===== src/rtl/alu_exec.sv =====
// Execute stage of the 16-bit CPU: single-cycle ALU ops, write-back port and flags.
// Define ALU_MUL_EN to build the 16-cycle shift-add multiplier; otherwise opcode 1010 retires as a NOP.
module alu_exec #(
  parameter int DW = 16
) (
  input  logic          clk,
  input  logic          rst,
  input  logic          en_in,
  input  logic [3:0]    alu_op,
  input  logic [1:0]    rd,
  input  logic [DW-1:0] rd_q,
  input  logic [DW-1:0] rs_q,
  output logic          en_out,
  output logic [3:0]    reg_en,
  output logic [DW-1:0] d_out,
  output logic          zf,
  output logic          nf,
  output logic          cf,
  output logic          busy
);

  localparam logic [3:0] OP_ADD = 4'b0000;
  localparam logic [3:0] OP_SUB = 4'b0001;
  localparam logic [3:0] OP_AND = 4'b0010;
  localparam logic [3:0] OP_OR  = 4'b0011;
  localparam logic [3:0] OP_XOR = 4'b0100;
  localparam logic [3:0] OP_NOT = 4'b0101;
  localparam logic [3:0] OP_SHL = 4'b0110;
  localparam logic [3:0] OP_SHR = 4'b0111;
  localparam logic [3:0] OP_MOV = 4'b1000;
  localparam logic [3:0] OP_CMP = 4'b1001;
`ifdef ALU_MUL_EN
  localparam logic [3:0] OP_MUL = 4'b1010;
`endif

  function automatic logic [2:0] flags_of(input logic [DW-1:0] res, input logic cy);
    return {(res == '0), res[DW-1], cy};
  endfunction

  logic [DW:0]   w_sum;
  logic [DW:0]   w_diff;
  logic [DW-1:0] w_alu_res;
  logic          w_alu_cy;
  logic          w_alu_wr;
  logic          w_alu_upd;

  // Width-extended so the top bit is carry-out for ADD and borrow for SUB/CMP.
  assign w_sum  = {1'b0, rd_q} + {1'b0, rs_q};
  assign w_diff = {1'b0, rd_q} - {1'b0, rs_q};

  always_comb begin
    w_alu_res = '0;
    w_alu_cy  = 1'b0;
    w_alu_wr  = 1'b1;
    w_alu_upd = 1'b1;
    case (alu_op)
      OP_ADD: begin w_alu_res = w_sum[DW-1:0];  w_alu_cy = w_sum[DW];  end
      OP_SUB: begin w_alu_res = w_diff[DW-1:0]; w_alu_cy = w_diff[DW]; end
      OP_AND: w_alu_res = rd_q & rs_q;
      OP_OR:  w_alu_res = rd_q | rs_q;
      OP_XOR: w_alu_res = rd_q ^ rs_q;
      OP_NOT: w_alu_res = ~rd_q;
      OP_SHL: begin w_alu_res = {rd_q[DW-2:0], 1'b0}; w_alu_cy = rd_q[DW-1]; end
      OP_SHR: begin w_alu_res = {1'b0, rd_q[DW-1:1]}; w_alu_cy = rd_q[0];    end
      OP_MOV: w_alu_res = rs_q;
      OP_CMP: begin w_alu_res = w_diff[DW-1:0]; w_alu_cy = w_diff[DW]; w_alu_wr = 1'b0; end
      default: begin
        w_alu_wr  = 1'b0;
        w_alu_upd = 1'b0;
      end
    endcase
  end

  logic w_idle;
  logic w_mul_start;

`ifdef ALU_MUL_EN
  localparam int CW = $clog2(DW);

  typedef enum logic {S_IDLE = 1'b0, S_MUL = 1'b1} state_t;

  state_t          r_state;
  state_t          w_state_nxt;
  logic            w_mul_done;
  logic [CW-1:0]   r_cnt;
  logic [DW-1:0]   r_a;
  logic [DW-1:0]   r_b;
  logic [1:0]      r_mrd;
  logic [2*DW-1:0] r_acc;
  logic [2*DW-1:0] w_addend;
  logic [2*DW-1:0] w_acc_nxt;

  always_ff @(posedge clk) begin
    if (!rst) r_state <= S_IDLE;
    else      r_state <= w_state_nxt;
  end

  always_comb begin
    w_state_nxt = r_state;
    w_mul_start = 1'b0;
    w_mul_done  = 1'b0;
    case (r_state)
      S_IDLE: begin
        if (en_in && alu_op == OP_MUL) begin
          w_mul_start = 1'b1;
          w_state_nxt = S_MUL;
        end
      end
      S_MUL: begin
        if (r_cnt == CW'(DW - 1)) begin
          w_mul_done  = 1'b1;
          w_state_nxt = S_IDLE;
        end
      end
      default: w_state_nxt = S_IDLE;
    endcase
  end

  assign w_idle    = (r_state == S_IDLE);
  assign busy      = (r_state == S_MUL);
  assign w_addend  = r_b[r_cnt] ? ({{DW{1'b0}}, r_a} << r_cnt) : '0;
  assign w_acc_nxt = r_acc + w_addend;

  always_ff @(posedge clk) begin
    if (!rst) begin
      r_cnt <= '0;
    end else if (w_mul_start) begin
      r_cnt <= '0;
    end else if (r_state == S_MUL) begin
      r_cnt <= r_cnt + 1'b1;
    end
  end

  // Operand and accumulator registers carry data only; the FSM decides when they matter.
  always_ff @(posedge clk) begin
    if (w_mul_start) begin
      r_a   <= rd_q;
      r_b   <= rs_q;
      r_mrd <= rd;
      r_acc <= '0;
    end else if (r_state == S_MUL) begin
      r_acc <= w_acc_nxt;
    end
  end
`else
  assign w_idle      = 1'b1;
  assign w_mul_start = 1'b0;
  assign busy        = 1'b0;
`endif

  logic          w_ret;
  logic          w_ret_wr;
  logic          w_ret_upd;
  logic [DW-1:0] w_ret_res;
  logic          w_ret_cy;
  logic [1:0]    w_ret_rd;

  always_comb begin
    w_ret     = 1'b0;
    w_ret_wr  = 1'b0;
    w_ret_upd = 1'b0;
    w_ret_res = w_alu_res;
    w_ret_cy  = w_alu_cy;
    w_ret_rd  = rd;
    if (en_in && w_idle && !w_mul_start) begin
      w_ret     = 1'b1;
      w_ret_wr  = w_alu_wr;
      w_ret_upd = w_alu_upd;
    end
`ifdef ALU_MUL_EN
    if (w_mul_done) begin
      w_ret     = 1'b1;
      w_ret_wr  = 1'b1;
      w_ret_upd = 1'b1;
      w_ret_res = w_acc_nxt[DW-1:0];
      w_ret_cy  = |w_acc_nxt[2*DW-1:DW];
      w_ret_rd  = r_mrd;
    end
`endif
  end

  logic          r_en_out;
  logic [3:0]    r_reg_en;
  logic [DW-1:0] r_d_out;
  logic [2:0]    r_flags;

  // Retire stage: en_out/reg_en are single-cycle pulses, d_out and flags hold until the next update.
  always_ff @(posedge clk) begin
    if (!rst) begin
      r_en_out <= 1'b0;
      r_reg_en <= 4'b0000;
      r_d_out  <= '0;
      r_flags  <= 3'b000;
    end else begin
      r_en_out <= w_ret;
      r_reg_en <= 4'b0000;
      if (w_ret && w_ret_wr) begin
        r_reg_en <= 4'b0001 << w_ret_rd;
        r_d_out  <= w_ret_res;
      end
      if (w_ret && w_ret_upd) r_flags <= flags_of(w_ret_res, w_ret_cy);
    end
  end

  assign en_out = r_en_out;
  assign reg_en = r_reg_en;
  assign d_out  = r_d_out;
  assign zf     = r_flags[2];
  assign nf     = r_flags[1];
  assign cf     = r_flags[0];

endmodule


===== config.mk =====
export PLATFORM = sky130hd
export DESIGN_NAME = alu_exec
export DESIGN_NICKNAME = d
export VERILOG_FILES = /design/src/rtl/alu_exec.sv
export SDC_FILE = /design/constraint.sdc
export NUM_CORES = 1
export LEC_CHECK = 0
export CAP_MARGIN = 20
export CELL_PAD_IN_SITES_DETAIL_PLACEMENT = 0
export CELL_PAD_IN_SITES_GLOBAL_PLACEMENT = 1
export CORE_ASPECT_RATIO = 0.7
export CORE_UTILIZATION = 44
export CTS_BUF_LIST = sky130_fd_sc_hd__clkbuf_4 sky130_fd_sc_hd__clkbuf_8
export DETAILED_ROUTE_END_ITERATION = 8
export GPL_TIMING_DRIVEN = 0
export PLACE_DENSITY_LB_ADDON = 0.1
export SYNTH_ARGS = -nofsm -noshare
export SYNTH_HDL_FRONTEND = slang
export SYNTH_SLANG_ARGS = --single-unit

===== constraint.sdc =====
create_clock -name clk -period 8.9 [get_ports clk]
set_input_delay 1.335 -clock clk [delete_from_list [all_inputs] [get_ports clk]]
set_output_delay 1.335 -clock clk [all_outputs]
set_load 0.1 [all_outputs]

## After elaboration in Yosys (flattened, before gate mapping)

Index checks and enable logic that the tools add are counted.

| operators by class | value |
|---|---|
| bitwise gates (word level) | 4 |
| eq/ne operators | 9 |
| reductions and logical operators | 8 |
| shift operators | 1 |
| add/subtract/negate cells | 2 |
| multiplexer cells | 7 |

Operators by type and width:

| operator | number |
|---|---|
| $pmux W16 S9 | 1 |
| $add A16 B16 Y17 | 1 |
| $sub A16 B16 Y17 | 1 |
| $and A16 B16 Y16 | 1 |
| $eq A4 B3 Y1 const B | 4 |
| $logic_not A16 Y1 | 1 |
| $not A16 Y16 | 1 |
| $or A16 B16 Y16 | 1 |
| $xor A16 B16 Y16 | 1 |
| $reduce_or A10 Y1 | 1 |
| $reduce_or A9 Y1 | 1 |
| $eq A4 B2 Y1 const B | 2 |
| $eq A4 B4 Y1 const B | 2 |
| $mux W1 | 5 |
| $eq A4 B1 Y1 const B | 1 |
| $logic_not A4 Y1 | 1 |
| $pmux W1 S4 | 1 |
| $shl A1 B2 Y4 const A | 1 |
| $logic_and A1 B1 Y1 | 2 |
| $reduce_and A2 Y1 | 1 |
| $reduce_or A2 Y1 | 1 |

| word-level totals | value |
|---|---|
| input port bits | 41 |
| word-level logic and storage cells | 35 |
| register bits | 24 |
| output and inout bits | 25 |

## Depth between registers and ports, before layout

| logic depth | value |
|---|---|
| word-level depth | 6 |
| depth in mapped cells | 13 |
| depth with buffers taken out | 12 |

## Worst setup path before layout

No wires, ideal clock.

| timing path | value |
|---|---|
| path kind | input -> register |
| start | in rd_q[0] |
| end | reg r_flags[2] |
| setup slack | 5.058 ns |
| setup time | 0.062 ns |
| path buffers | 0 |
| stages | 12 |
| data arrival time | 3.780 ns |
| cell sequence | inv_1 > ha_1 > fa_1 > o21bai_1 > nand3b_1 > nand3_1 > o221ai_1 > a21o_1 > or4_1 > a2111oi_2 > nand4_1 > nand2_1 |

| on the way | value |
|---|---|
| longest elaborated chain between the ends | 3 |

Ends and longest elaborated chain:

| item | line | source |
|---|---|---|
| start: declaration | 11 | `input logic [DW-1:0] rd_q,` |
| $sub A16 B16 Y17 (tied with other cells) | 49 | `assign w_diff = {1'b0, rd_q} - {1'b0, rs_q};` |
| $pmux W16 S9 * | 56 | `case (alu_op)` |
| $logic_not A16 Y1 * | 37 | `return {(res == '0), res[DW-1], cy};` |
| end signal: assignment | 201 | `if (w_ret && w_ret_upd) r_flags <= flags_of(w_ret_res, w_ret_cy);` |
| end: declaration | 185 | `logic [2:0] r_flags;` |

Mark *: on every way between the ends. The rest lies on a longest branch, timed or not.
A chain may end at the register's enable or synchronous reset.

## Worst setup path after layout

Same ends and word-level chain as after synthesis.

==> flow_summary.yaml <==
outcome:
  status: "complete, no violations"
timing:
  setup_viol: 0
  rsz0062_at_grt: "false"
  relSlewSlack: 0.345
  tns_ps: 0
  period_minus_slack_ps: 4960
  fmax_mhz: 202
  drv_slew: 0
  hold_violations: 0
  final.period_utilization: 0.557
  skew_ps: 0
  fin_hold_ws_ps: 452
  worst_slew_pin_slew_ps: 958
placed_design:
  dp_hpwl_um: 13600
  place.gp.congestion: 0.976
  placed_area_um2: 4960
  io_buffers: 61
floorplan:
  die_x_um: 119
  row_count: 29
  initial_utilization: 0.459
  core_um2: 9140
  die_height_um: 83.7
  dieArea_um2: 9940
  pin_count: 66
clock_tree:
  clk_latency_ps: 280
  htreeDepth: 1
  cts_buffer_depth: 2
  hold_buffers: 0
  tritoncts: "done"
  path_clk_slew_ps: 90
  cts_sinks: 24
  root_buffer: "clkbuf_8"
  cts_buffers: 3
  cts-resized-gates: 0
  post_cts_buffers: 0
worst_setup_path:
  critical_path.startpoint_type: "primary input"
  cp_top_family: "simple AND/OR/NAND/NOR gates"
  timing.rr.end: "d_out[4]"
  reg2reg_depth: 2
  cp.arrival_ps: 5190
  critPathKind: "in -> reg"
  path_cells: "clkdlybuf4s50_1, inv_1, ha_1, fa_1, o21bai_1, nand3b_1, nand3_1, o221ai_1, a21o_1, or4_1, a2111oi_2, nand4_1, nand2_1"
  slowest_delay_ps: 620
  r2r_start: "d_out[4]"
  crit_path_top_delay_cell: "clkdlybuf4s50_1"
  path_max_fanout: 4
  worst-path-buf-inv: 2
  regToRegSetupSlack_ps: 8190
  worstPathRequired_ps: 9140
  endpoint_kind: "register"
finish:
  final_common_cell: "clkdlybuf4s50_1"
  area_growth_pct: 20.0
  drive_gt1_frac: 0.0655
  final_area_um2: 5030
  final_cell_mix: "61 x clkdlybuf4s50_1, 52 x nor2_1, 48 x ha_1"
  layout.nets: 733
  diodes: 0
logic_synthesis:
  syn_nets: 667
  synth_area_um2: 4200
  ys_seq_area_frac: 0.115
  ys_types: 84
  yosysWarningCount: 0
  syn_area_per_cell_um2: 7.28
  async_flop_share: 0
  ys.flop_type: "dfxtp_1"
  syn_inst: 576
  synth-seq-cells: 24
  synth_edf_count: 0
power_and_ir_drop:
  power_frac_comb: 0.596
  swShare: 0.477
  switching_power_uw: 258
  pwr-share-seq: 0.218
  intPower_uw: 283
  p_clk_frac: 0.186
  leakage_nw: 2.12
  ir_drop_uv: 96.6
  cellPowerDensity_nw_per_um2: 108
global_routing:
  antenna_found_initial: 0
  grt_pass1_vias: 4534
  grt_overflow: 0
  grt_use_total: 0.344
  grt_max_degree: 15
  grt_pass1_wl_um: 26400
min_path:
  min_path_cells: 2
  hold_path_class: "reg -> reg"
  hold_path_end: "r_flags[2]"
  holdCritStartpoint: "r_flags[2]"
drt:
  routed_wirelength_um: 17000
  drt_pre_antenna_iters: 5
  vias: 4992
  wl_per_cell_um: 22.2
  drc: 0
  avgViaCountPerCell: 6.53
  ant_nets: 0
  first_iter_violations: 606
flow_run:
  maxCapViolCount: 0
[cells in the mapped netlist, drive strengths merged, types with 10 or more instances]
library cell | count | area, um^2
clkbuf | 19 | 71.3
dfxtp | 24 | 480
nor2 | 53 | 201
buf | 20 | 146
nor2b | 12 | 75.1
nor3 | 23 | 115
mux2i | 16 | 160
nand2 | 32 | 120
a21o | 12 | 90.1
a21oi | 36 | 180
nand3 | 13 | 65.1
inv | 49 | 184
a211oi | 13 | 103
a31oi | 10 | 62.6
ha | 48 | 601
o21ai | 27 | 135
[sequential cells by signal, indices dropped and copies added, names as in the netlist]
signal	count
en_out	1
reg_en	4
d_out	16
r_flags	3
[final cells by class]
cell class / instances / area (um^2)
fillers: 916 / 4110
multi-input cells: 463 / 3310
repair buffers: 61 / 611
flip-flops and latches: 24 / 480
plain buffers: 39 / 218
inverters: 50 / 188
well taps: 124 / 155
clock buffers: 3 / 41.3
clock inverters: 1 / 30.0
[cells by family after synthesis]
family / Yosys count / share of synthesized area
xor gates and xnor gates: 4 / 0.00835
adders and majority gates: 50 / 0.153
buffers and inverters: 89 / 0.0966
AOI/OAI and AO/OA: 191 / 0.327
DFF: 24 / 0.115
other: 1 / 0.000894
muxes: 22 / 0.0552
and+or+nand+nor: 195 / 0.245
[per-layer routing]
layer | track usage | vias to the layer above | part of all wire
met3 | 0.0990 | 28 | 0.12
li1 | - | 2266 | -
met1 | 0.516 | 2365 | 0.47
met2 | 0.483 | 333 | 0.39
met5 | 0 | - | 0
met4 | 0.0564 | 0 | 0.015
[power groups by stage]
stage	sequential (mW)	clock, mW	combinational, mW
floorplan	0.169	0	0.164
global placement	0.120	0	0.310
detailed placement	0.120	0	0.312
CTS	0.118	0.102	0.313
global route	0.118	0.108	0.344
finish	0.118	0.101	0.323
[worst max-delay path by stage]
stage	from	endpoint	slack, ps	cells past startpoint
finish	rd_q[0]	r_flags[2]	3940	13
detailed placement	rd_q[0]	r_flags[2]	3730	13
global route	rd_q[0]	r_flags[2]	3790	13
CTS	rd_q[0]	r_flags[2]	4020	13
floorplan	rd_q[0]	r_flags[2]	5060	12
global placement	rd_q[0]	r_flags[2]	3720	12
[tightest hold or removal path: cells and delay by family, from the launching register on]
kind	cells	cell delay (ps)
AND/OR/NAND/NOR	2	100
flip-flops	1	320
[stage by stage]
stage               setup slack, ps  cells   util  total power, mW
CTS                            4020    765  0.550            0.534
finish                         3940    765  0.550            0.542
global route                   3790    765  0.550            0.570
floorplan                      5060    576      -            0.334
global placement               3720    761  0.543            0.430
detailed placement             3730    761  0.543            0.432
Power figures use the tool's default switching activity.
